File: src/rtl/my_if_pkg.sv
// Types and defaults shared by both ends of the my_if byte channel.
package my_if_pkg;

  typedef logic [7:0] data_t;

  typedef enum logic [0:0] {
    IDLE  = 1'b0,
    STALL = 1'b1
  } mon_state_t;

  localparam int unsigned DEFAULT_DEPTH = 4;

endpackage

File: src/rtl/my_if_sink_if.sv
// my_if valid/ready byte channel; master drives data/valid, slave drives ready.
interface my_if_sink_if;
  import my_if_pkg::*;

  data_t data;
  logic  valid;
  logic  ready;

  modport master (output data, output valid, input ready);
  modport slave  (input data, input valid, output ready);

endinterface

File: src/rtl/my_if_sink_fifo.sv
// DEPTH-entry byte FIFO with separately tracked level and a look-ahead next_level.
module my_if_sink_fifo
  import my_if_pkg::*;
#(
  parameter int unsigned DEPTH = DEFAULT_DEPTH
) (
  input  logic                     clk,
  input  logic                     reset_n,
  input  logic                     flush,
  input  logic                     push,
  input  logic                     pop,
  input  data_t                    wdata,
  output data_t                    rdata,
  output logic                     valid,
  output logic [$clog2(DEPTH):0]   level,
  output logic [$clog2(DEPTH):0]   next_level
);

  localparam int unsigned PTR_W = $clog2(DEPTH);
  localparam int unsigned LVL_W = PTR_W + 1;

  data_t             mem [DEPTH];
  logic [PTR_W-1:0]  wr_ptr;
  logic [PTR_W-1:0]  rd_ptr;

  logic do_push;
  logic do_pop;

  assign do_push = push && !flush;
  assign do_pop  = pop && !flush;

  assign rdata = mem[rd_ptr];
  assign valid = (level != '0);

  always_comb begin
    next_level = level;
    if (flush) begin
      next_level = '0;
    end else begin
      next_level = level + LVL_W'(do_push) - LVL_W'(do_pop);
    end
  end

  // Storage is cleared on reset so the head read is never X.
  always_ff @(posedge clk or negedge reset_n) begin
    if (!reset_n) begin
      for (int unsigned i = 0; i < DEPTH; i++) begin
        mem[i] <= '0;
      end
      wr_ptr <= '0;
      rd_ptr <= '0;
      level  <= '0;
    end else begin
      if (do_push) begin
        mem[wr_ptr] <= wdata;
      end
      if (flush) begin
        wr_ptr <= '0;
        rd_ptr <= '0;
      end else begin
        if (do_push) wr_ptr <= wr_ptr + PTR_W'(1);
        if (do_pop)  rd_ptr <= rd_ptr + PTR_W'(1);
      end
      level <= next_level;
    end
  end

endmodule

File: src/rtl/my_if_sink.sv
// my_if receiver: buffers accepted bytes, counts them, and flags stall-stability breaches.
module my_if_sink
  import my_if_pkg::*;
#(
  parameter int unsigned DEPTH = DEFAULT_DEPTH,
  parameter int unsigned CNT_W = 16
) (
  input  logic                    clk,
  input  logic                    reset_n,
  my_if_sink_if.slave             up,
  my_if_sink_if.master            dn,
  input  logic                    flush,
  output logic [$clog2(DEPTH):0]  level,
  output logic [CNT_W-1:0]        accept_cnt,
  output logic                    proto_err
);

  localparam int unsigned LVL_W = $clog2(DEPTH) + 1;

  logic              ready_q;
  logic              push;
  logic              pop;
  logic              head_valid;
  data_t             head_data;
  logic [LVL_W-1:0]  next_level;
  mon_state_t        mon_state;
  data_t             stall_data;

  assign up.ready = ready_q;
  assign dn.valid = head_valid;
  assign dn.data  = head_data;

  assign push = up.valid && ready_q;
  assign pop  = head_valid && dn.ready;

  my_if_sink_fifo #(
    .DEPTH (DEPTH)
  ) u_fifo (
    .clk        (clk),
    .reset_n    (reset_n),
    .flush      (flush),
    .push       (push),
    .pop        (pop),
    .wdata      (up.data),
    .rdata      (head_data),
    .valid      (head_valid),
    .level      (level),
    .next_level (next_level)
  );

  always_ff @(posedge clk or negedge reset_n) begin
    if (!reset_n) begin
      ready_q    <= 1'b0;
      accept_cnt <= '0;
    end else begin
      ready_q <= !flush && (next_level < LVL_W'(DEPTH));
      if (push && !flush) begin
        accept_cnt <= accept_cnt + CNT_W'(1);
      end
    end
  end

  // The breach check runs before the state update so a flush cycle is still checked.
  always_ff @(posedge clk or negedge reset_n) begin
    if (!reset_n) begin
      mon_state  <= IDLE;
      stall_data <= '0;
      proto_err  <= 1'b0;
    end else begin
      if (mon_state == STALL && (!up.valid || up.data != stall_data)) begin
        proto_err <= 1'b1;
      end
      if (flush) begin
        mon_state <= IDLE;
      end else begin
        case (mon_state)
          IDLE: begin
            if (up.valid && !ready_q) begin
              mon_state  <= STALL;
              stall_data <= up.data;
            end
          end
          STALL: begin
            if (!up.valid || ready_q) begin
              mon_state <= IDLE;
            end
          end
          default: mon_state <= IDLE;
        endcase
      end
    end
  end

endmodule

File: src/flat_wrapper.sv
// flat-port wrapper written by rule: the top's interface ports become plain ports
module my_if_sink_flat import my_if_pkg::*;
#(
  parameter int unsigned DEPTH = DEFAULT_DEPTH,
  parameter int unsigned CNT_W = 16
)
  (clk, reset_n, flush, level, accept_cnt, proto_err, up_data, up_valid, up_ready, dn_data, dn_valid, dn_ready);
  my_if_sink_if up_i ();
  my_if_sink_if dn_i ();
  input  logic clk;
  input  logic reset_n;
  input  logic flush;
  output logic [$clog2(DEPTH):0] level;
  output logic [CNT_W-1:0] accept_cnt;
  output logic proto_err;
  input wire logic [$bits(up_i.data)-1:0] up_data;
  input wire logic [$bits(up_i.valid)-1:0] up_valid;
  output wire logic [$bits(up_i.ready)-1:0] up_ready;
  output wire logic [$bits(dn_i.data)-1:0] dn_data;
  output wire logic [$bits(dn_i.valid)-1:0] dn_valid;
  input wire logic [$bits(dn_i.ready)-1:0] dn_ready;
  assign up_i.data = up_data;
  assign up_i.valid = up_valid;
  assign up_ready = up_i.ready;
  assign dn_data = dn_i.data;
  assign dn_valid = dn_i.valid;
  assign dn_i.ready = dn_ready;
  my_if_sink #(.DEPTH(DEPTH), .CNT_W(CNT_W)) u_core (.clk(clk), .reset_n(reset_n), .up(up_i), .dn(dn_i), .flush(flush), .level(level), .accept_cnt(accept_cnt), .proto_err(proto_err));
endmodule
File: config.mk
export PLATFORM = sky130hd
export DESIGN_NAME = my_if_sink_flat
export DESIGN_NICKNAME = d
export VERILOG_FILES = /design/src/rtl/my_if_pkg.sv /design/src/rtl/my_if_sink_if.sv /design/src/rtl/my_if_sink_fifo.sv /design/src/rtl/my_if_sink.sv /design/src/flat_wrapper.sv
export SDC_FILE = /design/constraint.sdc
export NUM_CORES = 1
export LEC_CHECK = 0
export CAP_MARGIN = 20
export CORE_UTILIZATION = 45
export CTS_CLUSTER_SIZE = 16
export DETAILED_ROUTE_END_ITERATION = 6
export PLACE_DENSITY = 0.73
export SYNTH_ARGS = -nofsm -noshare
export SYNTH_HDL_FRONTEND = slang
export SYNTH_HIERARCHICAL = 1
export SYNTH_SLANG_ARGS = --single-unit
File: constraint.sdc
create_clock -name clk -period 7.33 [get_ports clk]
set_input_delay 1.0995 -clock clk [delete_from_list [all_inputs] [get_ports clk]]
set_output_delay 1.0995 -clock clk [all_outputs]
set_load 0.02 [all_outputs]
**Yosys cells after proc, flatten, opt, wreduce, memory -nomap -nowiden**

Cells that the tools add are included.

- Register bits: 66
- Output and inout port bits: 30
- Word-level logic and storage cells: 58

- Add/sub/neg operators: 5
- $lt $le $gt $ge: 4
- Equality and inequality tests: 1
- Multiplexer cells: 15
- Bitwise logic cells: 4
- Reductions and logical operators: 17

Operators by type and width:

| cell | count |
|---|---|
| $bwmux W32 | 1 |
| $mux W8 | 3 |
| $add A16 B1 Y16 const B | 1 |
| $bmux W8 S2 | 1 |
| $demux W8 S2 | 1 |
| $logic_and A1 B1 Y1 | 8 |
| $mux W2 | 4 |
| $ne A8 B8 Y1 | 1 |
| $ge A3 B3 Y1 const B | 2 |
| $not A2 Y3 | 2 |
| $add A2 B1 Y2 const B | 2 |
| $reduce_bool A2 Y1 | 2 |
| $add A3 B1 Y3 | 1 |
| $logic_not A1 Y1 | 3 |
| $lt A3 B1 Y1 const B | 1 |
| $lt A3 B3 Y1 const B | 1 |
| $mux W1 | 3 |
| $mux W3 | 1 |
| $reduce_and A3 Y1 | 1 |
| $reduce_bool A3 Y1 | 1 |
| $sub A3 B1 Y3 | 1 |
| $logic_or A1 B1 Y1 | 2 |
| $not A1 Y1 | 2 |
| $pmux W1 S2 | 1 |

**Logic depth before layout (Yosys ltp)**

- Depth in word-level cells: 7
- Mapped depth: 11

**By module**

Netlist, hierarchy kept.

By module, submodules not included:

| module | instances | cells an instance | area an instance (µm²) |
|---|---|---|---|
| my_if_sink_fifo | 1 | 114 | 1838.0 |
| my_if_sink | 1 | 97 | 1229.9 |

**Worst setup path after synthesis**

OpenSTA, ideal clock, no wires.

- Path type: input to register
- From: input up_valid
- To: register u_core.ready_q, in the netlist u_core/up.ready
- Arrival time: 2.583 ns
- Path slack: 4.628 ns
- Cell stages on the path: 11
- Buffers on the path: 1
- Cell sequence: and2_2 buf_6 nand2b_1 ha_1 inv_1 ha_1 inv_1 fa_1 xnor3_1 nor2_1 nor2_1

- Cells in the longest elaborated chain, start to end: 7

Ends and longest elaborated chain:

| what | line | source |
|---|---|---|
| start, declared | flat_wrapper.sv:17 | `input wire logic [$bits(up_i.valid)-1:0] up_valid;` |
| $logic_and A1 B1 Y1 | my_if_sink.sv:33 | `assign push = up.valid && ready_q;` |
| $logic_and A1 B1 Y1 | my_if_sink_fifo.sv:29 | `assign do_push = push && !flush;` |
| $add A3 B1 Y3 | my_if_sink_fifo.sv:40 | `next_level = level + LVL_W'(do_push) - LVL_W'(do_pop);` |
| $sub A3 B1 Y3 | my_if_sink_fifo.sv:40 |  |
| $mux W3 | my_if_sink_fifo.sv:37 | `if (flush) begin` |
| net u_core.next_level[2] | my_if_sink.sv:25 | `logic [LVL_W-1:0] next_level;` |
| $lt A3 B3 Y1 | my_if_sink.sv:56 | `ready_q <= !flush && (next_level < LVL_W'(DEPTH));` |
| $logic_and A1 B1 Y1 | my_if_sink.sv:56 |  |
| end signal, assigned | my_if_sink.sv:56 |  |
| end, declared | my_if_sink.sv:20 | `logic ready_q;` |

The timed path passes the listed nets, and every way through them passes these cells.
A chain may end at the register's enable or synchronous reset.

**Worst setup path in the final report**

- From: register u_core.u_fifo.rd_ptr[0]
- To: output dn_data[6]

- Cells in the longest elaborated chain, start to end: 4

Ends and longest elaborated chain:

| what | line | source |
|---|---|---|
| start, declared | my_if_sink_fifo.sv:24 | `logic [PTR_W-1:0] rd_ptr;` |
| start signal, assigned | my_if_sink_fifo.sv:62 | `if (do_pop) rd_ptr <= rd_ptr + PTR_W'(1);` |
| $not A2 Y3 (not written as such) | my_if_sink_fifo.sv:32 | `assign rdata = mem[rd_ptr];` |
| $bmux W8 S2 | my_if_sink_fifo.sv:32 |  |
| $mux W8 (not written as such) (2 in series) | my_if_sink_fifo.sv:32 |  |
| end, declared | flat_wrapper.sv:19 | `output wire logic [$bits(dn_i.data)-1:0] dn_data;` |

No other way between the ends. The select of a mux whose other input is x is not followed.

==> run metrics <==
DR WL/cell=approximately 15 microns; Lkg Pwr=0.00166 uW; Post-layout nets=roughly 280; worst vdd ir=about 0.19 mV; num ports=43; FMAX=between 300 and 400 MHz; CTS clk-pin slew, worst paths=about 0.070 ns; HP Class=register to register; Placer Congestion=0.748; Avg Cell Area, Syn=about 15 sq um; Post-CTS Setup Inserts=0; # diodes=0; CTS tree=done; Finished Core Util=0.578; pwr/cell area=around 340 mW/mm^2; CTS Sinks=66; Clk pwr share=0.215; core area=around 0.0065 sq mm; Slew Limit Fails=0; Flop pwr share=0.433; CTS Buf Count=9; H-tree depth=3; Yosys reg bits=66; GRT Util Overall=0.171; Synth area leader=dfrtp_1; CP Data Required Time=just over 6 ns; Total Power=around 1300 uW; top cells by area, synth=dfrtp_1, mux2_2, xnor2_1; hold_buf cts=0; initial drt markers=99; slew margin rel.=0.457; clock skew=0.00715 ns; Post-Syn Area=~0.0031 sq mm; post-synth top area share=0.538; Worst Reg-to-Reg Cells=11; Slew @ Worst Pin=~0.8 ns; syn_nets=232; cell with the most instances after synthesis=dfrtp_1; crit path launch type=register; die width=~85 microns; Final min period=approximately 3.3 ns; Via density=slightly above 5; GR Overflow Total=0; Max stage delay cell, worst path=dfrtp_1; number of gates resized after cts=0; worst endpoint data arrival time=2.23 ns; FFs w/ async S/R, synth=1.00; CP Depth=2; worst-path fanout max=11; number of flops mapped to enable cells by yosys=0; synthesis-to-layout area growth=21.6%; row cnt=29; worst stage delay on the critical path=0.76 ns; MaxCap Viol Count=0; Top delay family on crit path=flip-flops; Tcrit/Tclk final=0.455; Clock Latency Late Sink=~0.33 ns; combinational fraction of design power=0.352; Post-Syn Instances=~210; Fin. Hold Viols=0; Most used DFF post-synth=dfrtp_1; WP buf/inv=1; layout cells sized above 1=0.286; Port Buf Inserts=42; setup TNS=0 ns; ANT nets after route=0; Sw Share=0.307; first-pass GRT wire length=just over 9 mm; vias in the first global route=1808; die area=approximately 0.0072 sq mm; critical path type=register to primary output; worst-case clock buffer depth=2; Critical Path, Cell by Cell=mux4_2, clkdlybuf4s50_1; YS warnings=6; total net switching power=slightly below 400 uW; status=finished with violations; unrepaired setup endpoints after global routing=no; sequential share of the synthesized area=0.538; Fill cells=~550; Root Driver=clkbuf_8; DRC viols=2; top post-synthesis cells by count=dfrtp_1, mux2_2, xnor2_1; largest net degree at the start of global routing=67; Critical Path Sink Type=primary output; endpoints failing setup=0; drt total wl=between 5 and 6 mm; violated checks=DRC; via count=approximately 1.8k; initial antenna violation count=0; Internal=around 890 uW; Synth cell types=35; dpl hpwl=between 3 and 4 mm; drt pass-1 iters=7; Die Span Y=84.6 microns; Initial Utilization=0.475; Hold Path Stages=1
## registers in the layout (all words and copies together), names as in the netlist
signal / flops
u_core/u_fifo/mem: 32
u_core/u_fifo/wr_ptr: 2
u_core/mon_state: 1
u_core/u_fifo/rd_ptr: 2
u_core/up.ready: 1
u_core/stall_data: 8
u_core/accept_cnt: 16
u_core/proto_err: 1
u_core/u_fifo/level: 3
## layer usage
metal	wire, microns	vias to the layer above	global-route usage
li1	-	843	-
met1	2530	890	0.232
met2	2490	29	0.251
met3	224	4	0.0560
met4	62	0	0.0755
met5	0	-	0
## worst paths after layout
path                                                      from                                end  slack, ns
max                        u_core/u_fifo/rd_ptr[0]$_DFFE_PN0P_                         dn_data[6]       4.00
min                          u_core/accept_cnt[15]$_DFFE_PN0P_  u_core/accept_cnt[15]$_DFFE_PN0P_       0.49
max reg2reg                   u_core/u_fifo/level[1]$_DFF_PN0_          u_core/up.ready$_DFF_PN0_       4.75
min reg2reg                  u_core/accept_cnt[15]$_DFFE_PN0P_  u_core/accept_cnt[15]$_DFFE_PN0P_       0.49
max in group asynchronous                              reset_n   u_core/u_fifo/level[0]$_DFF_PN0_       5.86
min in group asynchronous                              reset_n  u_core/u_fifo/mem[24]$_DFFE_PN0P_       0.94
## metrics by stage
stage	std cells	setup WS (ns)	instance area [sq um]	hold slack [ns]
CTS	343	3.94	3730	0.490
detailed placement	327	3.82	3550	0.480
finish	343	4.00	3730	0.486
global placement	327	3.88	3550	0.465
floorplan	211	4.63	3070	0.474
global route	343	3.86	3730	0.512
## logic make-up after synthesis
kind of cell / after synthesis / synth area share
buf+inv: 10 / 0.0200
xor+xnor: 26 / 0.0787
fa+ha+maj: 8 / 0.0351
mux: 50 / 0.212
flops: 66 / 0.538
simple gates: 48 / 0.108
compound gates: 3 / 0.00775
## area by class of cell
| class | instances | area (sq um) | share of cell area |
|---|---|---|---|
| clock buffers | 14 | 173 | 0.0463 |
| multi-input cells | 135 | 1360 | 0.363 |
| flip-flops and latches | 66 | 1650 | 0.443 |
| clock inverters | 2 | 10.0 | 0.00268 |
| repair buffers | 43 | 423 | 0.113 |
| inverters | 6 | 22.5 | 0.00604 |
| well taps | 77 | 96.3 | 0.0258 |
## placed cells by master, fill, tap and decap left out, drive strengths merged, types with 4 or more instances in the layout
master,count
nand3,9
dfrtp,66
mux4,8
nand2,4
clkbuf,14
inv,6
nor3,4
nor2,11
nand3b,6
clkdlybuf4s50,41
xnor2,21
mux2,41
ha,7
xor2,4
## power groups by stage
stage | clock [uW] | combinational, uW | sequential, uW
after floorplan | 0 | 291 | 555
after global placement | 0 | 447 | 556
after detailed placement | 0 | 453 | 561
after CTS | 287 | 456 | 554
after global routing | 306 | 485 | 570
final | 275 | 449 | 553
Power figures use the tool's default switching activity.
